$ cat src/rtl/uart_rx_fifo_if.sv
// Consumer-side handshake bundle of uart_rx_fifo: head-of-FIFO word, valid, ready and occupancy.
// The receiver drives it through the master modport and the consumer uses the slave modport.
interface uart_rx_fifo_if #(
  parameter int DATA_W = 8,
  parameter int DEPTH  = 16
);
  logic [DATA_W-1:0]          tx_o;
  logic                       tx_o_v;
  logic                       rdy_i;
  logic [$clog2(DEPTH+1)-1:0] level_o;

  modport master (output tx_o, output tx_o_v, output level_o, input rdy_i);
  modport slave  (input tx_o, input tx_o_v, input level_o, output rdy_i);
endinterface

$ cat src/rtl/uart_rx_fifo.sv
// Single-clock oversampling UART receiver feeding a first-word-fall-through FIFO.
// A tick counter paces sampling, and a valid/ready pop lets the consumer apply backpressure.
module uart_rx_fifo #(
  parameter int CLK_FREQ = 12000000,
  parameter int BAUD     = 115200,
  parameter int OS       = 16,
  parameter int DATA_W   = 8,
  parameter int PARITY   = 0,
  parameter int DEPTH    = 16
) (
  input  logic           clk_i,
  input  logic           rstn_i,
  input  logic           rx_i,
  uart_rx_fifo_if.master bus,
  output logic           frame_err_o,
  output logic           par_err_o,
  output logic           ovf_o
);
  localparam int DIV = CLK_FREQ / (BAUD * OS);
  localparam int TW  = (DIV > 1) ? $clog2(DIV) : 1;
  localparam int OSW = $clog2(OS);
  localparam int BW  = $clog2(DATA_W + 1);
  localparam int AW  = $clog2(DEPTH);
  localparam int LW  = $clog2(DEPTH + 1);
  localparam logic ODD_PAR = (PARITY == 2) ? 1'b1 : 1'b0;

  typedef enum logic [2:0] {
    S_IDLE, S_START, S_DATA, S_PARITY, S_STOP, S_BREAK
  } state_t;

  logic              r_sync1, r_sync2;
  state_t            r_state;
  logic [TW-1:0]     r_tick_cnt;
  logic [OSW-1:0]    r_os_cnt;
  logic [BW-1:0]     r_bit_cnt;
  logic [DATA_W-1:0] r_shift;
  logic              r_par_flag;
  logic              r_push;
  logic [DATA_W-1:0] r_push_data;
  logic              r_frame_err;
  logic              r_par_err;
  logic              r_ovf;
  logic [DATA_W-1:0] r_mem [DEPTH];
  logic [AW-1:0]     r_wr_ptr, r_rd_ptr;
  logic [LW-1:0]     r_level;

  logic w_rx_s, w_tick, w_mid, w_bit_end, w_empty, w_full, w_pop, w_wr;

  assign w_rx_s    = r_sync2;
  assign w_tick    = (r_state != S_IDLE) && (r_tick_cnt == TW'(DIV - 1));
  assign w_mid     = w_tick && (r_os_cnt == OSW'(OS / 2 - 1));
  assign w_bit_end = w_tick && (r_os_cnt == OSW'(OS - 1));
  assign w_empty   = (r_level == {LW{1'b0}});
  assign w_full    = (r_level == LW'(DEPTH));
  assign w_pop     = !w_empty && bus.rdy_i;
  // At full a push only lands when a pop frees the head slot in the same cycle.
  assign w_wr      = r_push && (!w_full || w_pop);

  // Two-flop synchroniser for the asynchronous line, idling high.
  always_ff @(posedge clk_i) begin
    if (!rstn_i) begin
      r_sync1 <= 1'b1;
      r_sync2 <= 1'b1;
    end else begin
      r_sync1 <= rx_i;
      r_sync2 <= r_sync1;
    end
  end

  // Oversampling tick divider, parked at zero while the receiver is idle.
  always_ff @(posedge clk_i) begin
    if (!rstn_i || r_state == S_IDLE) begin
      r_tick_cnt <= {TW{1'b0}};
    end else if (r_tick_cnt == TW'(DIV - 1)) begin
      r_tick_cnt <= {TW{1'b0}};
    end else begin
      r_tick_cnt <= r_tick_cnt + TW'(1);
    end
  end

  // Frame receive state machine with registered push request and error pulses.
  always_ff @(posedge clk_i) begin
    if (!rstn_i) begin
      r_state     <= S_IDLE;
      r_os_cnt    <= {OSW{1'b0}};
      r_bit_cnt   <= {BW{1'b0}};
      r_shift     <= {DATA_W{1'b0}};
      r_par_flag  <= 1'b0;
      r_push      <= 1'b0;
      r_push_data <= {DATA_W{1'b0}};
      r_frame_err <= 1'b0;
      r_par_err   <= 1'b0;
    end else begin
      r_push      <= 1'b0;
      r_frame_err <= 1'b0;
      r_par_err   <= 1'b0;
      case (r_state)
        S_IDLE: begin
          r_os_cnt   <= {OSW{1'b0}};
          r_bit_cnt  <= {BW{1'b0}};
          r_par_flag <= 1'b0;
          if (!w_rx_s) r_state <= S_START;
        end
        S_START: begin
          if (w_mid) begin
            r_os_cnt <= {OSW{1'b0}};
            r_state  <= w_rx_s ? S_IDLE : S_DATA;
          end else if (w_tick) begin
            r_os_cnt <= r_os_cnt + OSW'(1);
          end
        end
        S_DATA: begin
          if (w_bit_end) begin
            r_os_cnt  <= {OSW{1'b0}};
            r_shift   <= {w_rx_s, r_shift[DATA_W-1:1]};
            r_bit_cnt <= r_bit_cnt + BW'(1);
            if (r_bit_cnt == BW'(DATA_W - 1)) r_state <= (PARITY != 0) ? S_PARITY : S_STOP;
          end else if (w_tick) begin
            r_os_cnt <= r_os_cnt + OSW'(1);
          end
        end
        S_PARITY: begin
          if (w_bit_end) begin
            r_os_cnt   <= {OSW{1'b0}};
            r_par_flag <= w_rx_s ^ (^r_shift) ^ ODD_PAR;
            r_state    <= S_STOP;
          end else if (w_tick) begin
            r_os_cnt <= r_os_cnt + OSW'(1);
          end
        end
        S_STOP: begin
          if (w_bit_end) begin
            r_os_cnt <= {OSW{1'b0}};
            if (!w_rx_s) begin
              r_frame_err <= 1'b1;
              r_state     <= S_BREAK;
            end else if (r_par_flag) begin
              r_par_err <= 1'b1;
              r_state   <= S_IDLE;
            end else begin
              r_push      <= 1'b1;
              r_push_data <= r_shift;
              r_state     <= S_IDLE;
            end
          end else if (w_tick) begin
            r_os_cnt <= r_os_cnt + OSW'(1);
          end
        end
        S_BREAK: begin
          if (w_rx_s) r_state <= S_IDLE;
        end
        default: r_state <= S_IDLE;
      endcase
    end
  end

  // FIFO storage; contents need no reset because the head is masked while empty.
  always_ff @(posedge clk_i) begin
    if (w_wr) r_mem[r_wr_ptr] <= r_push_data;
  end

  // FIFO pointers, occupancy and overflow pulse.
  always_ff @(posedge clk_i) begin
    if (!rstn_i) begin
      r_wr_ptr <= {AW{1'b0}};
      r_rd_ptr <= {AW{1'b0}};
      r_level  <= {LW{1'b0}};
      r_ovf    <= 1'b0;
    end else begin
      r_ovf <= r_push && !w_wr;
      if (w_wr)  r_wr_ptr <= r_wr_ptr + AW'(1);
      if (w_pop) r_rd_ptr <= r_rd_ptr + AW'(1);
      case ({w_wr, w_pop})
        2'b10:   r_level <= r_level + LW'(1);
        2'b01:   r_level <= r_level - LW'(1);
        default: r_level <= r_level;
      endcase
    end
  end

  assign bus.tx_o    = w_empty ? {DATA_W{1'b0}} : r_mem[r_rd_ptr];
  assign bus.tx_o_v  = !w_empty;
  assign bus.level_o = r_level;
  assign frame_err_o = r_frame_err;
  assign par_err_o   = r_par_err;
  assign ovf_o       = r_ovf;
endmodule

$ cat src/flat_wrapper.sv
// flat-port wrapper written by rule: the top's interface ports become plain ports
module uart_rx_fifo_flat 
#(
  parameter int CLK_FREQ = 12000000,
  parameter int BAUD     = 115200,
  parameter int OS       = 16,
  parameter int DATA_W   = 8,
  parameter int PARITY   = 0,
  parameter int DEPTH    = 16
)
  (clk_i, rstn_i, rx_i, frame_err_o, par_err_o, ovf_o, bus_tx_o, bus_tx_o_v, bus_level_o, bus_rdy_i);
  uart_rx_fifo_if #(.DATA_W(DATA_W), .DEPTH(DEPTH)) bus_i ();
  input  logic clk_i;
  input  logic rstn_i;
  input  logic rx_i;
  output logic frame_err_o;
  output logic par_err_o;
  output logic ovf_o;
  output wire logic [$bits(bus_i.tx_o)-1:0] bus_tx_o;
  output wire logic [$bits(bus_i.tx_o_v)-1:0] bus_tx_o_v;
  output wire logic [$bits(bus_i.level_o)-1:0] bus_level_o;
  input wire logic [$bits(bus_i.rdy_i)-1:0] bus_rdy_i;
  assign bus_tx_o = bus_i.tx_o;
  assign bus_tx_o_v = bus_i.tx_o_v;
  assign bus_level_o = bus_i.level_o;
  assign bus_i.rdy_i = bus_rdy_i;
  uart_rx_fifo #(.CLK_FREQ(CLK_FREQ), .BAUD(BAUD), .OS(OS), .DATA_W(DATA_W), .PARITY(PARITY), .DEPTH(DEPTH)) u_core (.clk_i(clk_i), .rstn_i(rstn_i), .rx_i(rx_i), .bus(bus_i), .frame_err_o(frame_err_o), .par_err_o(par_err_o), .ovf_o(ovf_o));
endmodule
$ cat config.mk
export PLATFORM = sky130hd
export DESIGN_NAME = uart_rx_fifo_flat
export DESIGN_NICKNAME = d
export VERILOG_FILES = /design/src/rtl/uart_rx_fifo_if.sv /design/src/rtl/uart_rx_fifo.sv /design/src/flat_wrapper.sv
export SDC_FILE = /design/constraint.sdc
export NUM_CORES = 1
export LEC_CHECK = 0
export ABC_CLOCK_PERIOD_IN_PS = 6850
export CAP_MARGIN = 20
export CELL_PAD_IN_SITES_DETAIL_PLACEMENT = 0
export CELL_PAD_IN_SITES_GLOBAL_PLACEMENT = 1
export CORE_ASPECT_RATIO = 0.7
export CORE_MARGIN = 10
export CORE_UTILIZATION = 55
export DETAILED_ROUTE_END_ITERATION = 10
export PLACE_DENSITY_LB_ADDON = 0.3
export REMOVE_ABC_BUFFERS = 1
export SLEW_MARGIN = 20
export SYNTH_ARGS = -nofsm -noshare
export SYNTH_HDL_FRONTEND = slang
export SYNTH_SLANG_ARGS = --single-unit
$ cat constraint.sdc
create_clock -name clk_i -period 6.85 [get_ports clk_i]
set_input_delay 1.37 -clock clk_i [delete_from_list [all_inputs] [get_ports clk_i]]
set_output_delay 1.37 -clock clk_i [all_outputs]
set_load 0.02 [all_outputs]
==> results.cfg <==
[power_and_ir_drop]
p_per_area_nw_per_um2 = 251.9
max-vdd-ir-drop_mv = 0.1850
p_leak_nw = 2.842

[route]
dr.pass1.iters = 5
drc_errors = 0
postRouteAntennaNets = 0
wl_per_cell_um = 20.19
via_per_inst = 5.815
drt_wl_total_um = 14080
drtIter0Drc = 416
via_count = 4053

[timing]
hold_viol = 0
rsz0062_at_grt = false
min_period_ns = 4.737
setup_violations = 0
tns_ns = 0
clock_skew_ns = 0.01641
slew-limit-headroom = 0.2532
worstMarginPinSlew_ns = 1.116
slew_viol_final = 0
finalCritPeriodShare = 0.6916
whs_ns = 0.4232
fmax_ghz = 0.2111

[logic_synthesis]
synth-warning-count = 0
synth_top_area_cell = edfxtp_1
synthArstFlopShare = 0
synth.distinct_cells = 51
syn_inst = 482
synth-seq-cells = 182
post_synth_main_area_contributors = edfxtp_1, dfxtp_1, mux4_2
yosysTopAreaCellShare = 0.5106
syn_avg_cell_area_sq_um = 15.62
syn-cell-area_sq_um = 7528
ys_seq_area_frac = 0.6541
synth_enable_flop_cells = 128
yosysMostFrequentCell = edfxtp_1
synthTopCellsByCount = edfxtp_1, dfxtp_1, nor2_1
synth_ff_type = edfxtp_1

[setup_path]
r2r_end = u_core.bus.level_o[4]
ff2ff_path_depth = 11
path_max_fanout = 32
arrival_ns = 3.37
r2r_slack_ns = 3.75
max_stage_delay_ns = 1.01
endpoint_kind = primary output
slowest_stage = dfxtp_2
required_ns = 5.48
path_cells = mux4_1 -> mux4_2 -> and2_1 -> clkdlybuf4s50_1
critical_path.startpoint_type = flop
r2r-start = u_core.bus.level_o[1]
crit_type = flop to primary output

[floorplanning]
dieArea_sq_um = 18840
core_area_sq_um = 13270
die_h_um = 117.9
die_w_um = 159.8
start_util = 0.5674
pin_count = 21
fp-row-count = 35

[clocking]
clk_pin_slew_ns = 0.07
cts_tree = yes
cts_root_buf = clkbuf_16
cts-buffers-inserted = 17
clk_latency_ns = 0.43
cts_sinks = 182
cts_setup_buffers = 0
ctsHoldBuffers = 0
cts_buffer_depth = 2
cts_resized = 0
h-tree-depth = 4

[min_path]
holdPathStages = 1
hold_path_class = flop to flop
hp-start = u_core.r_sync1
holdPathEnd = u_core.r_sync2

[finish]
syn2layout_area_growth_pct = 12.18
layout-drive-gt1-share = 0.1270
nets = 516
finalNonFillerCells = 697
filler_cell_count = 924
n_antenna_cell = 0

[job]
cap_violations = 0

[global_route]
grt_pass1_vias = 3919
grt_pass1_wl_um = 22680
grt_max_degree = 33
grt-ovfl-total = 0
grtUsageTotal = 0.1550
antenna_found_initial = 0

[placed_design]
hpwlAfterDp_um = 8999
place.port_buffers = 20
dp_cells = 665
gp_congestion = 0.8123

[status]
status = finished clean
[through the flow]
stage                     setup slack (ns)  power, mW  instance area, sq um  utilization
after floorplan                      2.873      1.197                  7390            -
after global placement               2.525      1.204                  7858       0.5922
after detailed placement             2.471      1.205                  7858       0.5922
after CTS                            2.053      2.144                  8446       0.6365
after global routing                 1.944      2.197                  8446       0.6365
final                                2.113      2.127                  8446       0.6365
[critical path: cells and delay by family, from the launching register on]
| kind | cells | cell delay, ns |
|---|---|---|
| buffers and inverters | 1 | 0.54 |
| flip-flops | 1 | 1.01 |
| multiplexers | 2 | 1.15 |
| AND/OR/NAND/NOR | 1 | 0.20 |
[metal layers]
layer,global-route usage,wire (um),up-vias
li1,-,-,1892
met1,0.2196,6766,2039
met2,0.2217,6239,101
met3,0.04403,827,21
met4,0.05835,242,0
met5,0,0,-
[flip-flops by register name, summed over array words and instances, names as in the netlist, named ones only]
| name | cells |
|---|---|
| u_core.r_shift | 8 |
| u_core.r_push | 1 |
| u_core.r_sync2 | 1 |
| u_core.r_rd_ptr | 4 |
| u_core.par_err_o | 1 |
| u_core.r_state | 3 |
| u_core.r_mem | 128 |
| u_core.bus.level_o | 5 |
| u_core.r_par_flag | 1 |
| u_core.frame_err_o | 1 |
| u_core.r_sync1 | 1 |
| u_core.ovf_o | 1 |
| u_core.r_os_cnt | 4 |
| u_core.r_bit_cnt | 4 |
| u_core.r_push_data | 8 |
| u_core.r_wr_ptr | 4 |
| u_core.r_tick_cnt | 3 |
[cells in the final DEF (no fill, tap or decap), types with 3 or more instances in the layout]
master,count
xor2_1,10
mux4_2,23
nand4_1,7
a21oi_1,11
mux4_1,17
nand2b_1,8
dfxtp_1,53
or3_1,3
nand3b_1,3
nor3_1,4
ha_1,13
o21ai_0,8
inv_6,4
edfxtp_1,128
nor2_1,54
mux2i_1,19
clkinvlp_4,3
a31oi_1,5
nor3_2,4
o211ai_1,3
nand3_1,10
and2_1,9
inv_1,12
clkdlybuf4s50_1,20
xnor2_1,7
nand2_1,18
clkbuf_16,20
[cell type report]
type,count,area (sq um),area share
Inverter,12,45.04,0.005333
Sequential cell,182,4926,0.5833
Timing Repair Buffer,22,215.2,0.02548
Tap cell,185,231.5,0.02741
Clock buffer,22,508.0,0.06015
Clock inverter,10,80.08,0.009481
Multi-Input combinational cell,264,2440,0.2889
[cells by family (layout without fill, tap and decap cells)]
family / Yosys count / in the layout / share of synthesized area
flops: 182 / 182 / 0.6541
compound gates: 38 / 38 / 0.03191
xor+xnor: 18 / 18 / 0.02277
simple gates: 134 / 134 / 0.08891
mux: 60 / 60 / 0.1549
buf+inv: 36 / 66 / 0.02443
fa+ha+maj: 14 / 14 / 0.02294
[worst max-delay path by stage]
stage / startpoint / to / slack [ns] / cells past startpoint
after global routing: flop / bus_tx_o[7] / 1.94 / 4
after global placement: bus_rdy_i / u_core.bus.level_o[4] / 2.52 / 12
after floorplan: flop / bus_tx_o[3] / 2.87 / 3
after CTS: flop / bus_tx_o[7] / 2.05 / 4
final: flop / bus_tx_o[7] / 2.11 / 4
after detailed placement: bus_rdy_i / u_core.bus.level_o[4] / 2.47 / 12
[power by group]
group          internal [mW]  switching (mW)  leakage, nW
clock                  0.535           0.412        0.280
sequential              1.16         0.00153         1.62
combinational        0.00545          0.0108        0.941
total                   1.70           0.424         2.84
Note: power is estimated with default switching activity, not from simulation.
